==> src/rtl/fetch_sequencer.sv <==
// Front-end fetch sequencer: PC, single-outstanding IM handshake,
// redirect merge, stale-response drop and a one-entry skid for IF/ID.
module fetch_sequencer #(
  parameter int AW = 32,
  parameter int DW = 32,
  parameter logic [AW-1:0] RESET_VEC = '0
) (
  input  logic          clk,
  input  logic          rst,
  input  logic          hazard_stall,
  input  logic          trap_valid,
  input  logic [AW-1:0] trap_target,
  input  logic          br_valid,
  input  logic [AW-1:0] br_target,
  input  logic          jmp_valid,
  input  logic [AW-1:0] jmp_target,
  output logic          im_req,
  output logic [AW-1:0] im_addr,
  input  logic          im_gnt,
  input  logic          im_rvalid,
  input  logic [DW-1:0] im_rdata,
  output logic          if_valid,
  output logic [AW-1:0] if_pc,
  output logic [DW-1:0] if_inst,
  output logic          flush
);

  typedef enum logic [2:0] {
    IDLE,
    REQ,
    RESP,
    HOLD,
    DROP
  } state_t;

  state_t        state, state_n;
  logic [AW-1:0] pc, pc_n, pc4;
  logic [AW-1:0] tgt;
  logic          redir;
  logic [AW-1:0] skid_pc;
  logic [DW-1:0] skid_inst;
  logic          skid_we;
  logic          load;
  logic [AW-1:0] ld_pc;
  logic [DW-1:0] ld_inst;

  assign redir   = trap_valid | br_valid | jmp_valid;
  assign flush   = redir;
  assign im_req  = (state == REQ);
  assign im_addr = pc;
  assign pc4     = pc + AW'(4);

  always_comb begin
    tgt = jmp_target;
    priority case (1'b1)
      trap_valid: tgt = trap_target;
      br_valid:   tgt = br_target;
      default:    tgt = jmp_target;
    endcase
    tgt[1:0] = 2'b00;
  end

  always_comb begin
    state_n = state;
    pc_n    = pc;
    skid_we = 1'b0;
    load    = 1'b0;
    ld_pc   = pc;
    ld_inst = im_rdata;
    unique case (state)
      IDLE: begin
        state_n = REQ;
        if (redir) pc_n = tgt;
      end
      REQ: begin
        if (redir) pc_n = tgt;
        if (im_gnt) state_n = redir ? DROP : RESP;
      end
      RESP: begin
        if (redir) begin
          pc_n    = tgt;
          state_n = im_rvalid ? REQ : DROP;
        end else if (im_rvalid) begin
          if (!if_valid || !hazard_stall) begin
            load    = 1'b1;
            pc_n    = pc4;
            state_n = REQ;
          end else begin
            skid_we = 1'b1;
            state_n = HOLD;
          end
        end
      end
      HOLD: begin
        if (redir) begin
          pc_n    = tgt;
          state_n = REQ;
        end else if (!hazard_stall) begin
          load    = 1'b1;
          ld_pc   = skid_pc;
          ld_inst = skid_inst;
          pc_n    = pc4;
          state_n = REQ;
        end
      end
      DROP: begin
        if (redir) pc_n = tgt;
        if (im_rvalid) state_n = REQ;
      end
      default: state_n = IDLE;
    endcase
  end

  always_ff @(posedge clk or posedge rst) begin
    if (rst) begin
      state <= IDLE;
      pc    <= RESET_VEC;
    end else begin
      state <= state_n;
      pc    <= pc_n;
    end
  end

  always_ff @(posedge clk or posedge rst) begin
    if (rst) begin
      skid_pc   <= '0;
      skid_inst <= '0;
    end else if (skid_we) begin
      skid_pc   <= pc;
      skid_inst <= im_rdata;
    end
  end

  // A redirect kills the presented instruction even under stall.
  always_ff @(posedge clk or posedge rst) begin
    if (rst) begin
      if_valid <= 1'b0;
      if_pc    <= '0;
      if_inst  <= '0;
    end else if (redir) begin
      if_valid <= 1'b0;
    end else if (load) begin
      if_valid <= 1'b1;
      if_pc    <= ld_pc;
      if_inst  <= ld_inst;
    end else if (!hazard_stall) begin
      if_valid <= 1'b0;
    end
  end

endmodule
==> config.mk <==
export PLATFORM = sky130hd
export DESIGN_NAME = fetch_sequencer
export DESIGN_NICKNAME = d
export VERILOG_FILES = /design/src/rtl/fetch_sequencer.sv
export SDC_FILE = /design/constraint.sdc
export NUM_CORES = 1
export LEC_CHECK = 0
export ABC_CLOCK_PERIOD_IN_PS = 9200
export BUFFER_PORTS_ARGS = -buffer_cell sky130_fd_sc_hd__buf_4
export CAP_MARGIN = 15
export CORE_UTILIZATION = 45
export CTS_CLUSTER_DIAMETER = 30
export DETAILED_ROUTE_END_ITERATION = 10
export PLACE_DENSITY = 0.71
export SLEW_MARGIN = 15
export SYNTH_ARGS = -nofsm -noshare
export SYNTH_HDL_FRONTEND = slang
export SYNTH_SLANG_ARGS = --single-unit
==> constraint.sdc <==
create_clock -name clk -period 9.2 [get_ports clk]
set_clock_uncertainty 0.15 [all_clocks]
set_input_delay 0.46 -clock clk [delete_from_list [all_inputs] [get_ports clk]]
set_output_delay 0.46 -clock clk [all_outputs]
set_load 0.02 [all_outputs]
==> flow_summary.json, run 1 <==
{
  "setup_violations": 0,
  "setup-tns-final_ns": 0,
  "endpoint_kind": "flop",
  "coreArea_sq_um": 17360,
  "viasPerCell": 5.445,
  "status": "completed",
  "max-vdd-ir-drop_v": 0.0001198,
  "netlist_instances": 768,
  "startpoint_type": "flop",
  "rsz0062_at_grt": "no",
  "instances_no_fill": 1195,
  "cts_resized": 0,
  "post_cts_buffers": 0,
  "final.min_clock_period_ns": 2.950,
  "antenna_found_initial": 0,
  "hold_path.class": "in2async",
  "grt_pass1_wl_mm": 32.10,
  "clk_pin_slew_ns": 0.06,
  "synth_seq_area_share": 0.4926,
  "p_clk_frac": 0.253,
  "drc": 0,
  "final.setup.worst_slack_ns": 6.250,
  "ys_warn_count": 0,
  "final_nets": 1095,
  "switchingPower_mw": 1.080,
  "maxCapViolations": 0,
  "cts_sinks": 158,
  "p_seq_frac": 0.385,
  "grt_remaining_overflow": 0,
  "crit_type": "reg2reg",
  "dp_cells": 1164,
  "io_buffers": 224,
  "hpwl_mm": 13.48,
  "synth_flop_cell": "dfrtp_1",
  "wirelength_mm": 19.92,
  "finalCritPeriodShare": 0.3207,
  "grt.total_usage": 0.2253,
  "cts_buffers": 17,
  "nFillCells": 1519,
  "p_leak_nw": 4.852,
  "grt_pass1_vias": 6209,
  "syn-cell-area_sq_um": 8026,
  "internal_power_mw": 1.760,
  "power_frac_comb": 0.362,
  "diodes": 0,
  "place_congestion": 0.8187,
  "critical_path_required_ns": 9.32,
  "cts_root_buffer": "clkbuf_16",
  "drt_first_pass_iters": 4,
  "whs_ns": 0.1065,
  "pre_cts_ws_ns": 5.709,
  "htreeDepth": 4,
  "power_density_nw_per_um2": 272.0,
  "postCtsHoldBufs": 0,
  "vias": 6507,
  "core.rowCount": 48,
  "slew_headroom": 0.3859,
  "synth_top_area_share": 0.4926,
  "synth_seq_cells": 158,
  "drt-initial-drc-count": 289,
  "finalPower_mw": 2.839,
  "layout-drive-gt1-share": 0.3701,
  "synth_edf_count": 0,
  "die_w_microns": 135.6,
  "fp.dieH_microns": 135.6,
  "swShare": 0.3803,
  "maxSlewViolCount": 0,
  "yosys.area.top_type": "dfrtp_1",
  "cts_tree": "yes",
  "postRouteAntennaNets": 0,
  "start_util": 0.4624,
  "synthArstFlopShare": 1.000,
  "ys_types": 52,
  "cp.arrival_ns": 3.07,
  "syn_area_per_cell_sq_um": 10.45,
  "clockBufferDepth": 2,
  "yosys-top-cells-area": "dfrtp_1 (49%), mux2_2 (12%), mux2i_1 (10%), o21ai_0 (5.2%), nand2_1 (4.4%)",
  "dieArea_sq_um": 18380,
  "area_delta_synth_final_pct": 30.04,
  "worstPathMaxFanout": 46,
  "post_drt_wl_per_cell_microns": 16.67,
  "hold_viol": 0,
  "fmax_ghz": 0.3389,
  "grt_max_degree": 126,
  "clk_latency_ns": 0.42,
  "worst_pin_slew_ns": 0.9212,
  "ios": 235
}
## metal layers
metal	share of wire	global-route usage	routed length (microns)
met5	0	0	0
met4	0.015	0.07303	300
met3	0.069	0.05200	1372
met2	0.46	0.3537	9167
met1	0.46	0.3067	9081
## synthesized netlist by cell type, drive strengths merged, types with 3 or more instances
master and count:
o21a 3, a2bb2oi 4, nand3 17, clkbuf 41, a211oi 6, and3 3
buf 21, o22a 8, o31ai 5, a31oi 7, a22oi 4, or4 6
nor2 31, o21ai 83, inv 7, nor3 16, mux2 88, nand2b 4
o22ai 8, a21oi 37, mux2i 82, nand2 95, dfrtp 158, nand4 9
## area by class of cell
type	instances	area [sq um]	area share
inverters	7	31.28	0.002997
well taps	225	281.5	0.02697
flip-flops and latches	158	3954	0.3788
multi-input cells	544	3839	0.3678
clock buffers	18	439.2	0.04208
clock inverters	13	166.4	0.01594
repair buffers	230	1727	0.1654
## path summary, 6_finish.rpt
| kind | from | endpoint | slack, ns | cells after the start |
|---|---|---|---|---|
| setup / recovery | state[2] | if_pc[22] | 6.25 | 5 |
| min in group clk | im_rdata[25] | skid_inst[25] | 0.13 | 2 |
| hold reg to reg | if_inst[4] | if_inst[4] | 0.33 | 2 |
| hold / removal | rst | if_inst[23] | 0.11 | 2 |
| setup reg to reg | state[2] | if_pc[22] | 6.25 | 5 |
| max in group asynchronous | rst | state[1] | 7.49 | 3 |
## placed cells by master, fill, tap and decap left out, types with 3 or more instances in the layout
master / n
nand4_1: 8
buf_4: 230
a211oi_1: 6
mux2_2: 86
clkinv_4: 4
o22a_1: 8
a21oi_1: 37
o21a_1: 3
nor3_1: 15
nand2_1: 94
dfrtp_1: 158
nor2_1: 29
inv_1: 5
a22oi_1: 4
a2bb2oi_1: 4
or4_1: 4
o22ai_1: 8
mux2i_1: 82
nand3_1: 17
o31ai_1: 5
and3_1: 3
nand2b_1: 4
a31oi_1: 7
clkbuf_16: 17
bufinv_16: 3
conb_1: 4
clkinvlp_4: 3
o21ai_0: 83
## flip-flops by register name (all words and copies together) (netlist names)
name	count
if_inst	32
if_pc	30
skid_inst	32
if_valid	1
im_addr	30
state	3
skid_pc	30
## cell families (layout without fill, tap and decap cells)
group,Yosys count,in the layout,share of synthesized area
multiplexers,170,170,0.2257
adder cells (fa/ha/maj),1,1,0.001559
flip-flops,158,158,0.4926
AO/OA/AOI/OAI,177,177,0.1303
buffers and inverters,69,268,0.03726
other,1,4,0.0004672
AND/OR/NAND/NOR,192,192,0.1121
## metrics by stage
step	util	instance area, sq um
floorplan	-	8038
global placement	0.5660	9823
detailed placement	0.5660	9823
CTS	0.6009	10430
global route	0.6014	10440
finish	0.6014	10440
## worst max-delay path, stage by stage, from the launching register on
cell	delay [ns]
dfrtp_1	0.47
nand2b_1	0.34
nor2_4	0.63
buf_4	0.75
mux2i_1	0.28
o21ai_0	0.11
## power by group through the flow
stage	clock, mW	combinational, mW	sequential (mW)
3_5_place_dp	0	1.03	1.11
4_1_cts	0.733	1.04	1.09
3_3_place_gp	0	1.02	1.10
2_1_floorplan	0	0.389	1.26
6_report	0.718	1.03	1.09
5_1_grt	0.758	1.12	1.13
Power figures use the tool's default switching activity.
==> run 2, diff against run 1 <==
- ABC_CLOCK_PERIOD_IN_PS: 9200 -> 2800
- clock period: 9.2 -> 2.8 ns (I/O delays scaled with it)
==> flow_summary.json, run 2 (synthesis gave the netlist of run 1 again) <==
{
  "rsz0062_at_grt": "no",
  "grt_pass1_wl_mm": 33.72,
  "max-vdd-ir-drop_v": 0.0004269,
  "internal_power_mw": 5.773,
  "critical_path_required_ns": 3.00,
  "p_leak_nw": 5.104,
  "place_congestion": 0.8502,
  "timing.critical_path.cells": "nand2b_1 -> buf_4 -> o32ai_4 -> nand2_4 -> buf_12 -> o21ai_0 -> dlygate4sd3_1",
  "post-route-util": 0.6320,
  "cp.arrival_ns": 2.78,
  "coreArea_sq_um": 17360,
  "crit_type": "reg2reg",
  "critPathTopFamily": "buffers and inverters",
  "final.min_clock_period_ns": 2.580,
  "clk_pin_slew_ns": 0.07,
  "fp.dieH_microns": 135.6,
  "grt_pass1_vias": 6515,
  "maxCapViolations": 0,
  "post_drt_wl_per_cell_microns": 16.75,
  "startpoint_type": "flop",
  "power_density_nw_per_um2": 852.9,
  "clockBufferDepth": 2,
  "worst_pin_slew_ns": 0.7053,
  "grt.total_usage": 0.2388,
  "die_w_microns": 135.6,
  "drt-initial-drc-count": 444,
  "hold_viol": 0,
  "status": "completed",
  "dieArea_sq_um": 18380,
  "switchingPower_mw": 3.583,
  "drt_first_pass_iters": 5,
  "viasPerCell": 5.343,
  "vias": 6679,
  "whs_ns": 0.02367,
  "mostFrequentLayoutCells": "buf_4 (239), dfrtp_1 (158), nand2_1 (94)",
  "postRouteAntennaNets": 0,
  "crit_buf_inv": 3,
  "hpwl_mm": 14.04,
  "slew_headroom": 0.5298,
  "top_regs": "if_inst (32), skid_inst (32)",
  "worstPathMaxFanout": 125,
  "antenna_found_initial": 0,
  "clk_latency_ns": 0.42,
  "start_util": 0.4624,
  "layout-drive-gt1-share": 0.3620,
  "cts_resized": 0,
  "hold_path.class": "in2reg",
  "area_delta_synth_final_pct": 36.66,
  "grt_max_degree": 128,
  "core.rowCount": 48,
  "io_buffers": 224,
  "maxSlewViolCount": 0,
  "fin_area_sq_um": 10970,
  "layout_commonest_cell": "buf_4",
  "critical-path-slowest-cell": "dlygate4sd3_1",
  "grt_remaining_overflow": 0,
  "nFillCells": 1448,
  "diodes": 0,
  "power_frac_comb": 0.369,
  "finalCritPeriodShare": 0.9216,
  "cts_sinks": 158,
  "endpoint_kind": "flop",
  "critPathMaxStageDelay_ns": 0.55,
  "swShare": 0.3830,
  "cts_root_buffer": "clkbuf_16",
  "dpl_cell_area_sq_um": 9947,
  "final_nets": 1150,
  "htreeDepth": 4,
  "wirelength_mm": 20.94,
  "drc": 0,
  "setup-tns-final_ns": 0,
  "cts_buffers": 17,
  "ios": 235,
  "cts_tree": "yes",
  "fmax_ghz": 0.3875,
  "setup_violations": 0,
  "p_seq_frac": 0.384,
  "p_clk_frac": 0.247
}
[run 2: power groups by stage]
stage	logic [mW]	clock network, mW	registers, mW
3_3_place_gp	3.38	0	3.60
3_5_place_dp	3.43	0	3.63
2_1_floorplan	1.28	0	4.13
4_1_cts	3.49	2.37	3.59
5_1_grt	3.78	2.45	3.71
6_report	3.46	2.31	3.59
[run 2: layout make-up]
| class | instances | area [sq um] | share of cell area |
|---|---|---|---|
| sequential | 158 | 3954 | 0.3604 |
| inverter | 7 | 30.03 | 0.002738 |
| tap | 225 | 281.5 | 0.02566 |
| clock buffer | 19 | 452.9 | 0.04129 |
| timing repair buffer | 285 | 2285 | 0.2083 |
| multi-input combinational | 544 | 3827 | 0.3489 |
| clock inverter | 12 | 138.9 | 0.01266 |
[run 2: metrics by stage]
stage	power, mW	instances	setup WS (ns)
final	9.356	1250	0.2196
after global routing	9.941	1250	0.008257
after CTS	9.445	1250	0.1869
after detailed placement	7.059	1176	0.4472
after global placement	6.977	1176	0.4783
after floorplan	5.410	771	0.3940
[run 2: timing repair]
action | in CTS | in global routing
hold buffers | 43 | 0
hold endpoints to repair | 229 | 0
buffers inserted | 0 | 0
[run 2: tightest hold or removal path: cells and delay by family]
family,cells,cell delay [ns]
AOI/OAI and AO/OA,3,0.34
buffers and inverters,1,0.08
[run 2: final timing paths]
kind	slack, ns	depth (start not counted)	start	to
min in group asynchronous	0.28	4	rst	skid_inst[29]
setup / recovery	0.22	7	state[2]	if_valid
max in group asynchronous	1.62	4	rst	if_pc[29]
setup reg to reg	0.22	7	state[2]	if_valid
hold reg to reg	0.33	2	if_inst[21]	if_inst[21]
hold / removal	0.02	4	trap_target[23]	im_addr[23]
[run 2: routing by layer]
metal,up-vias,part of all wire,global-route usage
met2,213,0.48,0.3863
met3,10,0.054,0.05013
li1,3264,-,-
met4,0,0.0068,0.06055
met1,3192,0.46,0.3252
met5,-,0,0
